<file path="src/rtl/safe_lock_controller.sv">
// Digital safe control FSM: entry buffer, stored password, verify/set/open/fail/lock sequencing.
// Optional feature macro: LOCKOUT_EN (tracks consecutive failures and enables the LOCK state).
module safe_lock_controller #(
  parameter int RESULT_TICKS = 500,
  parameter int MAX_FAIL     = 3,
  parameter int LOCK_TICKS   = 3000
) (
  input  logic        clk,
  input  logic        rst,
  input  logic        tick_100hz,
  input  logic        up_p,
  input  logic        down_p,
  input  logic        slide_p,
  input  logic        place,
  input  logic        pw_set,
  input  logic        pw_endset_p,
  input  logic        ok_p,
  output logic [15:0] disp_digits,
  output logic [1:0]  cursor,
  output logic        led_g,
  output logic        led_r,
  output logic [2:0]  state,
  output logic [1:0]  fail_cnt
);

  typedef enum logic [2:0] {
    S_IDLE     = 3'd0,
    S_OPEN     = 3'd1,
    S_SET      = 3'd2,
    S_SET_WAIT = 3'd3,
    S_FAIL     = 3'd4,
    S_LOCK     = 3'd5
  } state_t;

  localparam logic [11:0] RESULT_LAST = 12'(RESULT_TICKS - 1);
  localparam logic [11:0] LOCK_LAST   = 12'(LOCK_TICKS - 1);

  state_t      r_state, w_state_next;
  logic [15:0] r_digits, w_digits_next, w_edit_digits;
  logic [15:0] r_pw, w_pw_next;
  logic        r_half, w_half_next;
  logic        r_place;
  logic [11:0] r_timer, w_timer_next;
  logic [1:0]  r_fail_cnt, w_fail_next, w_fail_inc;
  logic        r_led_g, r_led_r;
  logic [1:0]  w_sel;
  logic        w_res_exp, w_lock_exp, w_lock_due;

  assign w_sel      = {place, r_half};
  assign w_res_exp  = tick_100hz && (r_timer == RESULT_LAST);
  assign w_lock_exp = tick_100hz && (r_timer == LOCK_LAST);
  assign w_lock_due = (int'(r_fail_cnt) >= MAX_FAIL);

`ifdef LOCKOUT_EN
  assign w_fail_inc = (r_fail_cnt == 2'd3) ? 2'd3 : r_fail_cnt + 2'd1;
`else
  // Without lockout the counter never leaves zero, so FAIL always returns to IDLE.
  assign w_fail_inc = 2'd0;
`endif

  // Edited copy of the buffer; only the selected digit moves, the rest pass through.
  genvar gi;
  generate
    for (gi = 0; gi < 4; gi++) begin : g_digit
      logic [3:0] w_d;
      assign w_d = r_digits[4*gi+3 -: 4];
      assign w_edit_digits[4*gi+3 -: 4] =
        (w_sel != 2'(gi)) ? w_d :
        up_p              ? ((w_d >= 4'd9) ? 4'd0 : w_d + 4'd1) :
                            ((w_d == 4'd0) ? 4'd9 : w_d - 4'd1);
    end
  endgenerate

  always_comb begin
    w_state_next  = r_state;
    w_digits_next = r_digits;
    w_pw_next     = r_pw;
    w_half_next   = r_half;
    w_fail_next   = r_fail_cnt;
    case (r_state)
      S_IDLE: begin
        if (ok_p) begin
          if (r_digits == r_pw) begin
            w_state_next = S_OPEN;
            w_fail_next  = 2'd0;
          end else begin
            w_state_next = S_FAIL;
            w_fail_next  = w_fail_inc;
          end
          w_digits_next = 16'h0000;
          w_half_next   = 1'b0;
        end else if (slide_p) begin
          w_half_next = ~r_half;
        end else if (up_p ^ down_p) begin
          w_digits_next = w_edit_digits;
        end
      end
      S_OPEN: begin
        if (w_res_exp)   w_state_next = S_IDLE;
        else if (pw_set) w_state_next = S_SET;
      end
      S_SET: begin
        // A commit in the same clock as pw_set dropping still counts as a commit.
        if (pw_endset_p) begin
          w_pw_next     = r_digits;
          w_digits_next = 16'h0000;
          w_fail_next   = 2'd0;
          w_state_next  = S_SET_WAIT;
        end else if (!pw_set) begin
          w_state_next = S_IDLE;
        end else if (slide_p) begin
          w_half_next = ~r_half;
        end else if (up_p ^ down_p) begin
          w_digits_next = w_edit_digits;
        end
      end
      S_SET_WAIT: begin
        if (!pw_set) w_state_next = S_IDLE;
      end
      S_FAIL: begin
        if (w_res_exp) w_state_next = w_lock_due ? S_LOCK : S_IDLE;
      end
      S_LOCK: begin
        if (w_lock_exp) begin
          w_state_next = S_IDLE;
          w_fail_next  = 2'd0;
        end
      end
      default: w_state_next = S_IDLE;
    endcase
  end

  always_comb begin
    w_timer_next = r_timer;
    if (w_state_next != r_state) w_timer_next = 12'd0;
    else if (tick_100hz)         w_timer_next = r_timer + 12'd1;
  end

  always_ff @(posedge clk) begin
    if (rst) begin
      r_state    <= S_IDLE;
      r_digits   <= 16'h0000;
      r_pw       <= 16'h0000;
      r_half     <= 1'b0;
      r_place    <= 1'b0;
      r_timer    <= 12'd0;
      r_fail_cnt <= 2'd0;
      r_led_g    <= 1'b0;
      r_led_r    <= 1'b0;
    end else begin
      r_state    <= w_state_next;
      r_digits   <= w_digits_next;
      r_pw       <= w_pw_next;
      r_half     <= w_half_next;
      r_place    <= place;
      r_timer    <= w_timer_next;
      r_fail_cnt <= w_fail_next;
      r_led_g    <= (w_state_next == S_OPEN) || (w_state_next == S_SET);
      r_led_r    <= (w_state_next == S_FAIL) || (w_state_next == S_LOCK);
    end
  end

  assign disp_digits = r_digits;
  assign cursor      = {r_place, r_half};
  assign led_g       = r_led_g;
  assign led_r       = r_led_r;
  assign state       = r_state;
  assign fail_cnt    = r_fail_cnt;

endmodule
</file>
<file path="config.mk">
export PLATFORM = sky130hd
export DESIGN_NAME = safe_lock_controller
export DESIGN_NICKNAME = d
export VERILOG_FILES = /design/src/rtl/safe_lock_controller.sv
export SDC_FILE = /design/constraint.sdc
export NUM_CORES = 1
export LEC_CHECK = 0
export CELL_PAD_IN_SITES_DETAIL_PLACEMENT = 1
export CELL_PAD_IN_SITES_GLOBAL_PLACEMENT = 2
export CORE_MARGIN = 4
export CORE_UTILIZATION = 36
export DETAILED_ROUTE_END_ITERATION = 10
export PLACE_DENSITY = 0.94
export SKIP_LAST_GASP = 1
export SYNTH_ARGS = -nofsm -noshare
export SYNTH_HDL_FRONTEND = slang
export SYNTH_SLANG_ARGS = --single-unit
</file>
<file path="constraint.sdc">
create_clock -name clk -period 3.45 [get_ports clk]
set_clock_uncertainty 0.15 [all_clocks]
set_input_delay 0.345 -clock clk [delete_from_list [all_inputs] [get_ports clk]]
set_output_delay 0.345 -clock clk [all_outputs]
set_load 0.01 [all_outputs]
</file>
==> impl_metrics.ini <==
[pwr]
irDropWorstVdd_mv = 0.1379
power_mw = 1.315
p_per_area_nw_per_um2 = 368.3
p_leak_nw = 1.330

[min_path]
whs_path_depth = 2
min_to = r_pw[8]
min_from = r_pw[8]
holdCritPathClass = flop to flop

[final_layout]
final_nets = 428
multi_input_area_um2 = 1892
finalNonFillerCells = 510
final_area_um2 = 3572
drive_gt1_share_pct = 8.889
n_antenna_cell = 0
register_area_um2 = 1021
num-fill-cells = 1012
final_core_util_pct = 42.83
area_delta_synth_final_pct = 14.38

[worst_setup_path]
cp.required_ns = 3.51
cp-end-kind = flop
worstRegToRegCells = 6
r2r_end = r_timer[1]
cp_max_fo = 12
arrival_ns = 2.56
worst-setup-path-type = input port to flop
worstSetupStartpointType = input port
r2r-start = disp_digits[6]
reg2reg_slack_ns = 0.96

[yosys]
synth_edf_count = 0
synth_cells = 393
seq_area_frac_synth_pct = 32.69
syn_area_um2 = 3123
synth_compound_area_share_pct = 14.82
synthXorXnorAreaFrac_pct = 8.133
synthMuxAreaShare_pct = 3.325
ys_ff_latch = 51
synth_top_family_by_area = simple AND/OR/NAND/NOR gates
synthArstFlopShare_pct = 0
avgSynthCellArea_um2 = 7.947
yosys_warnings = 0
synthSimpleGateAreaFrac_pct = 28.45
ys.flop_type = dfxtp_1
ys_types = 55
synthAdderAreaFrac_pct = 5.609

[clocking]
clkTransAtPathRegs_ns = 0.09
root_buffer = clkbuf_8
cts_setup_buffers = 0
htree_levels = 2
insertion_delay_ns = 0.30
cts_hold_buf = 0
numCtsBuffers = 5
cts_buffer_depth = 2
cts_resized = 0
cts_tree = built
clock-sinks = 51

[global_routing]
track_usage_pct = 16.27
grt_pass1_wl_mm = 13.75
grt_max_degree = 35
grt_pass1_vias = 2804
grt_overflow = 0
antenna_found_initial = 0

[placement]
place.gp.congestion = 0.8249
place_inst = 502
port_buffers = 32
preCtsSetupSlack_ns = 0.6263
place_area_um2 = 3455
dp_hpwl_mm = 5.966

[sta]
rsz0062_at_grt = no
final_max_slew_viol_count = 0
fmax_ghz = 0.4002
finalSetupViolations = 0
setup_ws_ns = 0.9513
fin_crit_ns = 2.499
finalCritPeriodShare_pct = 72.43
worst_slew_pin_slew_ns = 0.7162
setup-tns-final_ns = 0
finalHoldViolCount = 0
maxSlewHeadroom_pct = 52.12
holdWs_ns = 0.3264

[floorplan]
io_pins = 35
rows = 33
coreArea_um2 = 8341
initial_core_util_pct = 37.44
die_height_um = 101.1
dieArea_um2 = 10230
die_w_um = 101.1

[outcome]
status = completed

[detailed_routing]
avgViaCountPerCell = 5.369
final_antenna_net_count = 0
vias = 2738
drcViolationCount = 0
wire_per_inst_um = 15.64
drt_wl_total_mm = 7.977
drtIter0Drc = 89
firstDrtPassIters = 4

[run]
cap_violations = 0
cells by family after synthesis:
| group | count (synthesis) |
|---|---|
| multiplexers | 6 |
| AO/OA/AOI/OAI | 76 |
| AND/OR/NAND/NOR | 166 |
| flip-flops | 51 |
| adder cells (fa/ha/maj) | 14 |
| XOR/XNOR | 29 |
| buffers and inverters | 50 |
| other | 1 |
routing by layer:
metal | up-vias | share of wire, % | GRT usage (%)
met2 | 24 | 51 | 28.52
li1 | 1375 | - | -
met3 | 6 | 1.7 | 2.273
met5 | - | 0 | 0
met4 | 0 | 0.80 | 3.374
met1 | 1333 | 47 | 21.32
final cells by class:
class / count / share of cell area, %
Clock inverter: 2 / 0.9807
Multi-Input combinational cell: 293 / 52.96
Clock buffer: 6 / 2.312
Timing Repair Buffer: 35 / 9.597
Tap cell: 105 / 3.678
Sequential cell: 51 / 28.58
Inverter: 18 / 1.891
registers in the layout, indices dropped and copies added (netlist names):
register	flops
r_place	1
disp_digits	16
led_g	1
led_r	1
r_half	1
r_timer	12
r_pw	16
state	3
cell usage in the layout, fill, tap and decap left out, types with 6 or more instances in the layout:
| master | synthesis | final |
|---|---|---|
| dfxtp_1 | 51 | 51 |
| nand2_1 | 43 | 43 |
| nor2_1 | 37 | 37 |
| a21oi_1 | 35 | 35 |
| clkdlybuf4s50_1 | 0 | 32 |
| xor2_1 | 22 | 22 |
| inv_1 | 18 | 18 |
| nor3_1 | 14 | 14 |
| o21ai_0 | 14 | 14 |
| ha_1 | 14 | 14 |
| nand3_1 | 11 | 11 |
| nor3_2 | 11 | 11 |
| nand4_1 | 10 | 10 |
| xnor2_1 | 7 | 7 |
| nor4_1 | 7 | 7 |
| clkbuf_8 | 0 | 6 |
power breakdown:
part	internal (mW)	switching, mW	total (mW)
logic	0.0990	0.149	0.248
registers	0.605	0.0308	0.636
clock network	0.235	0.196	0.431
worst max-delay path, cell delays in order:
cell	delay, ns
clkdlybuf4s50_1	0.58
nand4_1	0.11
nor4_1	0.33
nand2_1	0.15
a221o_1	0.42
mux2_4	0.42
nor3_2	0.20
worst max path at each step:
stage / cells past startpoint / end / from
4_1_cts: 6 / r_timer[8] / disp_digits[6]
5_1_grt: 6 / r_timer[0] / disp_digits[6]
2_1_floorplan: 8 / r_timer[11] / r_timer[0]
6_report: 7 / r_timer[8] / tick_100hz
3_3_place_gp: 7 / r_timer[0] / tick_100hz
3_5_place_dp: 7 / r_timer[8] / tick_100hz
synthesized netlist by cell type (4+ instances only):
| master | instances | area [um^2] |
|---|---|---|
| or3_1 | 4 | 25.02 |
| a21oi_1 | 35 | 175.2 |
| and3_1 | 5 | 31.28 |
| clkbuf_1 | 22 | 82.58 |
| nand4_1 | 10 | 62.56 |
| inv_1 | 18 | 67.56 |
| nor3_1 | 14 | 70.07 |
| nor2b_1 | 5 | 31.28 |
| xor2_1 | 22 | 192.7 |
| xnor2_1 | 7 | 61.31 |
| dfxtp_1 | 51 | 1021 |
| nand3_1 | 11 | 55.05 |
| buf_4 | 4 | 30.03 |
| nor3_2 | 11 | 110.1 |
| nor4_1 | 7 | 43.79 |
| ha_1 | 14 | 175.2 |
| o21ai_0 | 14 | 70.07 |
| nor2_1 | 37 | 138.9 |
| nand2b_1 | 5 | 31.28 |
| nand2_1 | 43 | 161.4 |
Power figures use the tool's default switching activity.
==> edit 1, RTL diff (same flow settings) <==
Remove the register `r_led_r`: a continuous assignment takes its place, so the output `led_r` follows one clock earlier.
--- a/src/rtl/safe_lock_controller.sv
+++ b/src/rtl/safe_lock_controller.sv
@@ -146,7 +146,6 @@
       r_timer    <= 12'd0;
       r_fail_cnt <= 2'd0;
       r_led_g    <= 1'b0;
-      r_led_r    <= 1'b0;
     end else begin
       r_state    <= w_state_next;
       r_digits   <= w_digits_next;
@@ -156,9 +155,10 @@
       r_timer    <= w_timer_next;
       r_fail_cnt <= w_fail_next;
       r_led_g    <= (w_state_next == S_OPEN) || (w_state_next == S_SET);
-      r_led_r    <= (w_state_next == S_FAIL) || (w_state_next == S_LOCK);
     end
   end
+
+  assign r_led_r = (w_state_next == S_FAIL) || (w_state_next == S_LOCK);
 
   assign disp_digits = r_digits;
   assign cursor      = {r_place, r_half};
Formal check against the unedited RTL: not equivalent (a bounded check fails within 4 cycles, from zero or initial values and one cycle with rst high).
==> edit 1 against the original RTL <==
Maximum frequency fell by 14%; non-clock buffer count rose by 3; design area fell by 2.0%; combinational power rose by 11%; total power fell by 2.4%; setup slack got worse by 0.40 ns; area after synthesis fell by 3.0%; sequential cell count fell by 1; routed wire length fell by 1.1%.
==> edit 1: results (changes against the original RTL) <==
metric	value	unit	change
grt_use_met3	0.02525		+0.002518
synthTopCellsByArea	dfxtp_1 33%, a21oi_1 6.4%, xor2_1 6.4%		
cp.arrival	2.41	ns	-0.15 ns
synth-seq-area-share	0.3303		+0.003382
power_clock	0.000375	W	-13%
hold_path_class	reg2reg		
p_leak	1.331	nW	about the same
met3WireLength	164	µm	+18%
cp_max_fo	10		-2
netlist_top_cells_count	50 x dfxtp_1, 44 x nand2_1, 39 x a21oi_1		
p_int	0.0008900	W	-5.2%
dp_hpwl	5.853	mm	-1.9%
grt_max_degree	32		-8.6%
n_fill_cell	998		-1.4%
antenna_found_initial	0		unchanged
met1_length	3.745	mm	+0.11%
grtUsageMet1	0.2155		+0.002311
switching_share	0.3071		+0.02102
synth.distinct_cells	57		+3.6%
cpPeakStageDelay	0.57	ns	
grt_pass1_vias	2791		-0.46%
gp_congestion	0.7928		-3.9%
layout-drive-gt1-share	0.07214		-0.01675
wl_met2	3.925	mm	-2.6%
cp-startpoint	disp_digits[12]		
via_per_inst	5.377		+0.15%
critical-path-slowest-cell	dfxtp_1		
min_from	r_pw[10]		
grt_use_total	0.1658		+0.003078
async_reset_ff_frac	0		unchanged
outcome	complete, no violations		
rr_startpoint	r_timer[0]		
dr.first_iter.drc_count	134		+51%
num-nets-final	425		-0.70%
peakVddDrop	0.1622	mV	+18%
met2_usage	0.2884		+0.003142
slew_headroom	0.5572		+0.03599
## edit 1: cell count changes after synthesis, sizes merged, moves of 4 or more
cell    delta
a21oi      +4
nand4      -5
nand3b     +5
nand2b     +6
nor3      -12
clkbuf     -4
## edit 1: worst paths after layout
check	endpoint	slack (ns)	cells past startpoint
hold reg to reg	r_pw[10]	0.32	2
setup reg to reg	r_timer[7]	1.02	8
setup / recovery	led_r	0.55	5
hold / removal	r_pw[10]	0.32	2
## edit 1: stage by stage
stage,setup WS (ns),instances,cell area (µm²),utilization
global route,0.3689,507,3500,0.4259
finish,0.5475,507,3500,0.4259
floorplan,1.248,383,3034,-
detailed placement,0.6126,499,3401,0.4139
global placement,0.6930,499,3401,0.4139
CTS,0.5035,507,3500,0.4259
## edit 1: critical path: cells and delay by family, from the launching register on
kind | cells | cell delay [ns]
buffers and inverters | 1 | 0.50
AND/OR/NAND/NOR | 2 | 0.49
XOR/XNOR | 1 | 0.12
flip-flops | 1 | 0.57
AO/OA/AOI/OAI | 1 | 0.41
## edit 1: logic make-up (layout without fill, tap and decap cells)
group	after synthesis	in the layout	synth area share
other	1	2	0.001237
AND/OR/NAND/NOR	157	157	0.2750
flip-flops	50	50	0.3303
adder cells (fa/ha/maj)	14	14	0.05780
XOR/XNOR	29	29	0.08381
buffers and inverters	42	61	0.06152
AO/OA/AOI/OAI	86	86	0.1747
multiplexers	3	3	0.01569
## edit 1: final cells by class
| type | instances | area [µm²] | share of cell area |
|---|---|---|---|
| clock inverters | 2 | 16.27 | 0.004648 |
| clock buffers | 6 | 82.58 | 0.02360 |
| flip-flops and latches | 50 | 1001 | 0.2860 |
| repair buffers | 38 | 365.4 | 0.1044 |
| multi-input cells | 291 | 1847 | 0.5277 |
| well taps | 105 | 131.4 | 0.03754 |
| inverters | 15 | 56.30 | 0.01609 |
==> edit 2, RTL diff (same settings) <==
Made on the original files. Build with the macro `LOCKOUT_EN` defined.
--- a/src/rtl/safe_lock_controller.sv
+++ b/src/rtl/safe_lock_controller.sv
@@ -1,5 +1,7 @@
 // Digital safe control FSM: entry buffer, stored password, verify/set/open/fail/lock sequencing.
 // Optional feature macro: LOCKOUT_EN (tracks consecutive failures and enables the LOCK state).
+`define LOCKOUT_EN
+
 module safe_lock_controller #(
   parameter int RESULT_TICKS = 500,
   parameter int MAX_FAIL     = 3,
Check against the original RTL: not equivalent (a bounded check fails within 4 cycles, from zero or initial values and one cycle with rst high).
==> edit 2 against the original RTL <==
Design area grew 6.3%; routed wire length increased by 2.6%; combinational power grew 22%; critical path depth down 2; highest routed layer unchanged; area after synthesis up 7.1%; sequential cell count grew 2; synthesized cell count grew 4.1%; first-iteration DRC count rose by 78%; setup slack lost 0.093 ns; maximum frequency fell by 3.6%; total power grew 2.9%.
==> edit 2: results (changes against the original RTL) <==
metric	value	unit	change
n_fill_cell	1072		+5.9%
met2_usage	0.2551		-0.03014
peakVddDrop	0.1865	mV	+35%
grt_max_degree	38		+8.6%
cts-root-buf	clkbuf_8		
outcome	complete, no violations		
n_antenna_cell	0		unchanged
clkTransAtPathRegs	0.10	ns	
io_buffers	34		+6.3%
gp_congestion	0.7954		-3.6%
synth_warnings	0		unchanged
grt_pass1_wl	14.10	mm	+2.5%
wire_per_inst	15.47	µm	-1.1%
drtPass1Iterations	4		unchanged
switching_share	0.3203		+0.03425
clock_path_buffers	2		unchanged
slew_headroom	0.5616		+0.04037
num-nets-final	444		+3.7%
synth.distinct_cells	64		+16%
cts_repair_resize_count	0		unchanged
synthTopCellsByArea	dfxtp_1 32%, a21oi_1 6.0%, xnor2_1 5.8%		
grt_pass1_vias	2848		+1.6%
antenna_found_initial	0		unchanged
dr.first_iter.drc_count	158		+78%
synth-seq-area-share	0.3174		-0.009558
cts.htree.levels	2		unchanged
grt_use_total	0.1536		-0.009142
grtUsageMet1	0.2058		-0.007462
finalNonFillerCells	529		+3.7%
hold_viol	0		unchanged
synth.net_count	433		
numCtsBuffers	5		unchanged
via_per_inst	5.503		+2.5%
cp_max_fo	12		unchanged
dp.cells	521		+3.8%
clk_latency	0.31	ns	
hold_path_class	reg2reg		
cp.arrival	2.62	ns	+0.06 ns
yosysMostFrequentCell	dfxtp_1		
syn_avg_cell_area	8.174	µm²	+2.9%
grt_use_met3	0.02359		+0.0008606
post_cts_buffers	0		unchanged
netlist_top_cells_count	53 x dfxtp_1, 49 x nand2_1, 40 x a21oi_1		
p_leak	1.244	nW	-6.4%
dp_hpwl	6.015	mm	+0.83%
layout-drive-gt1-share	0.07601		-0.01288
-- edit 2: per-stage QoR --
| step | hold WS (ns) | area (µm²) | setup WS (ns) | utilization |
|---|---|---|---|---|
| after CTS | 0.3277 | 3796 | 0.8138 | 0.4270 |
| final | 0.3231 | 3796 | 0.8580 | 0.4270 |
| after detailed placement | 0.3137 | 3696 | 0.5675 | 0.4157 |
| after floorplan | 0.2988 | 3343 | 1.312 | - |
| after global placement | 0.3043 | 3696 | 0.6567 | 0.4157 |
| after global routing | 0.3391 | 3796 | 0.6181 | 0.4270 |
-- edit 2: layout make-up --
class                   count  share of cell area
flip-flops and latches     53              0.2795
repair buffers             38             0.09756
multi-input cells         306              0.5452
clock buffers               6             0.02175
inverters                  16             0.01582
clock inverters             2            0.004614
well taps                 108             0.03560
-- edit 2: final timing paths --
| kind | cells after the start | end | start | slack, ns |
|---|---|---|---|---|
| worst max-delay path | 5 | r_timer[1] | disp_digits[14] | 0.86 |
| worst min-delay path | 2 | r_pw[15] | r_pw[15] | 0.32 |
| worst max register to register | 5 | r_timer[1] | disp_digits[14] | 0.86 |
| worst min register to register | 2 | r_pw[15] | r_pw[15] | 0.32 |
-- edit 2: power groups by stage --
stage                     Combinational, W  Sequential, W  Clock (W)
final                             0.000302       0.000667   0.000384
after global routing              0.000333       0.000673   0.000429
after CTS                         0.000305       0.000668   0.000396
after detailed placement          0.000303       0.000682          0
after global placement            0.000295       0.000681          0
after floorplan                   0.000224       0.000669          0
-- edit 2: layer usage --
layer,vias to the layer above,part of all wire
li1,1474,-
met1,1403,0.49
met2,25,0.47
met3,9,0.020
met4,0,0.017
met5,-,0
-- edit 2: logic make-up (layout without fill, tap and decap cells) --
logic type / count (synthesis) / in the layout / share of synthesized area
simple gates: 155 / 155 / 0.2605
compound gates: 106 / 106 / 0.2238
flops: 53 / 53 / 0.3174
buf+inv: 50 / 62 / 0.06362
xor+xnor: 28 / 28 / 0.07335
fa+ha+maj: 14 / 14 / 0.05240
mux: 3 / 3 / 0.008982
-- edit 2: worst max-delay path, stage by stage (launching register included) --
cell and delay [ns]:
dfxtp_1 0.56, xnor2_1 0.19, nand4_1 0.15, nor4_2 0.63
a211o_1 0.62, a211oi_1 0.15
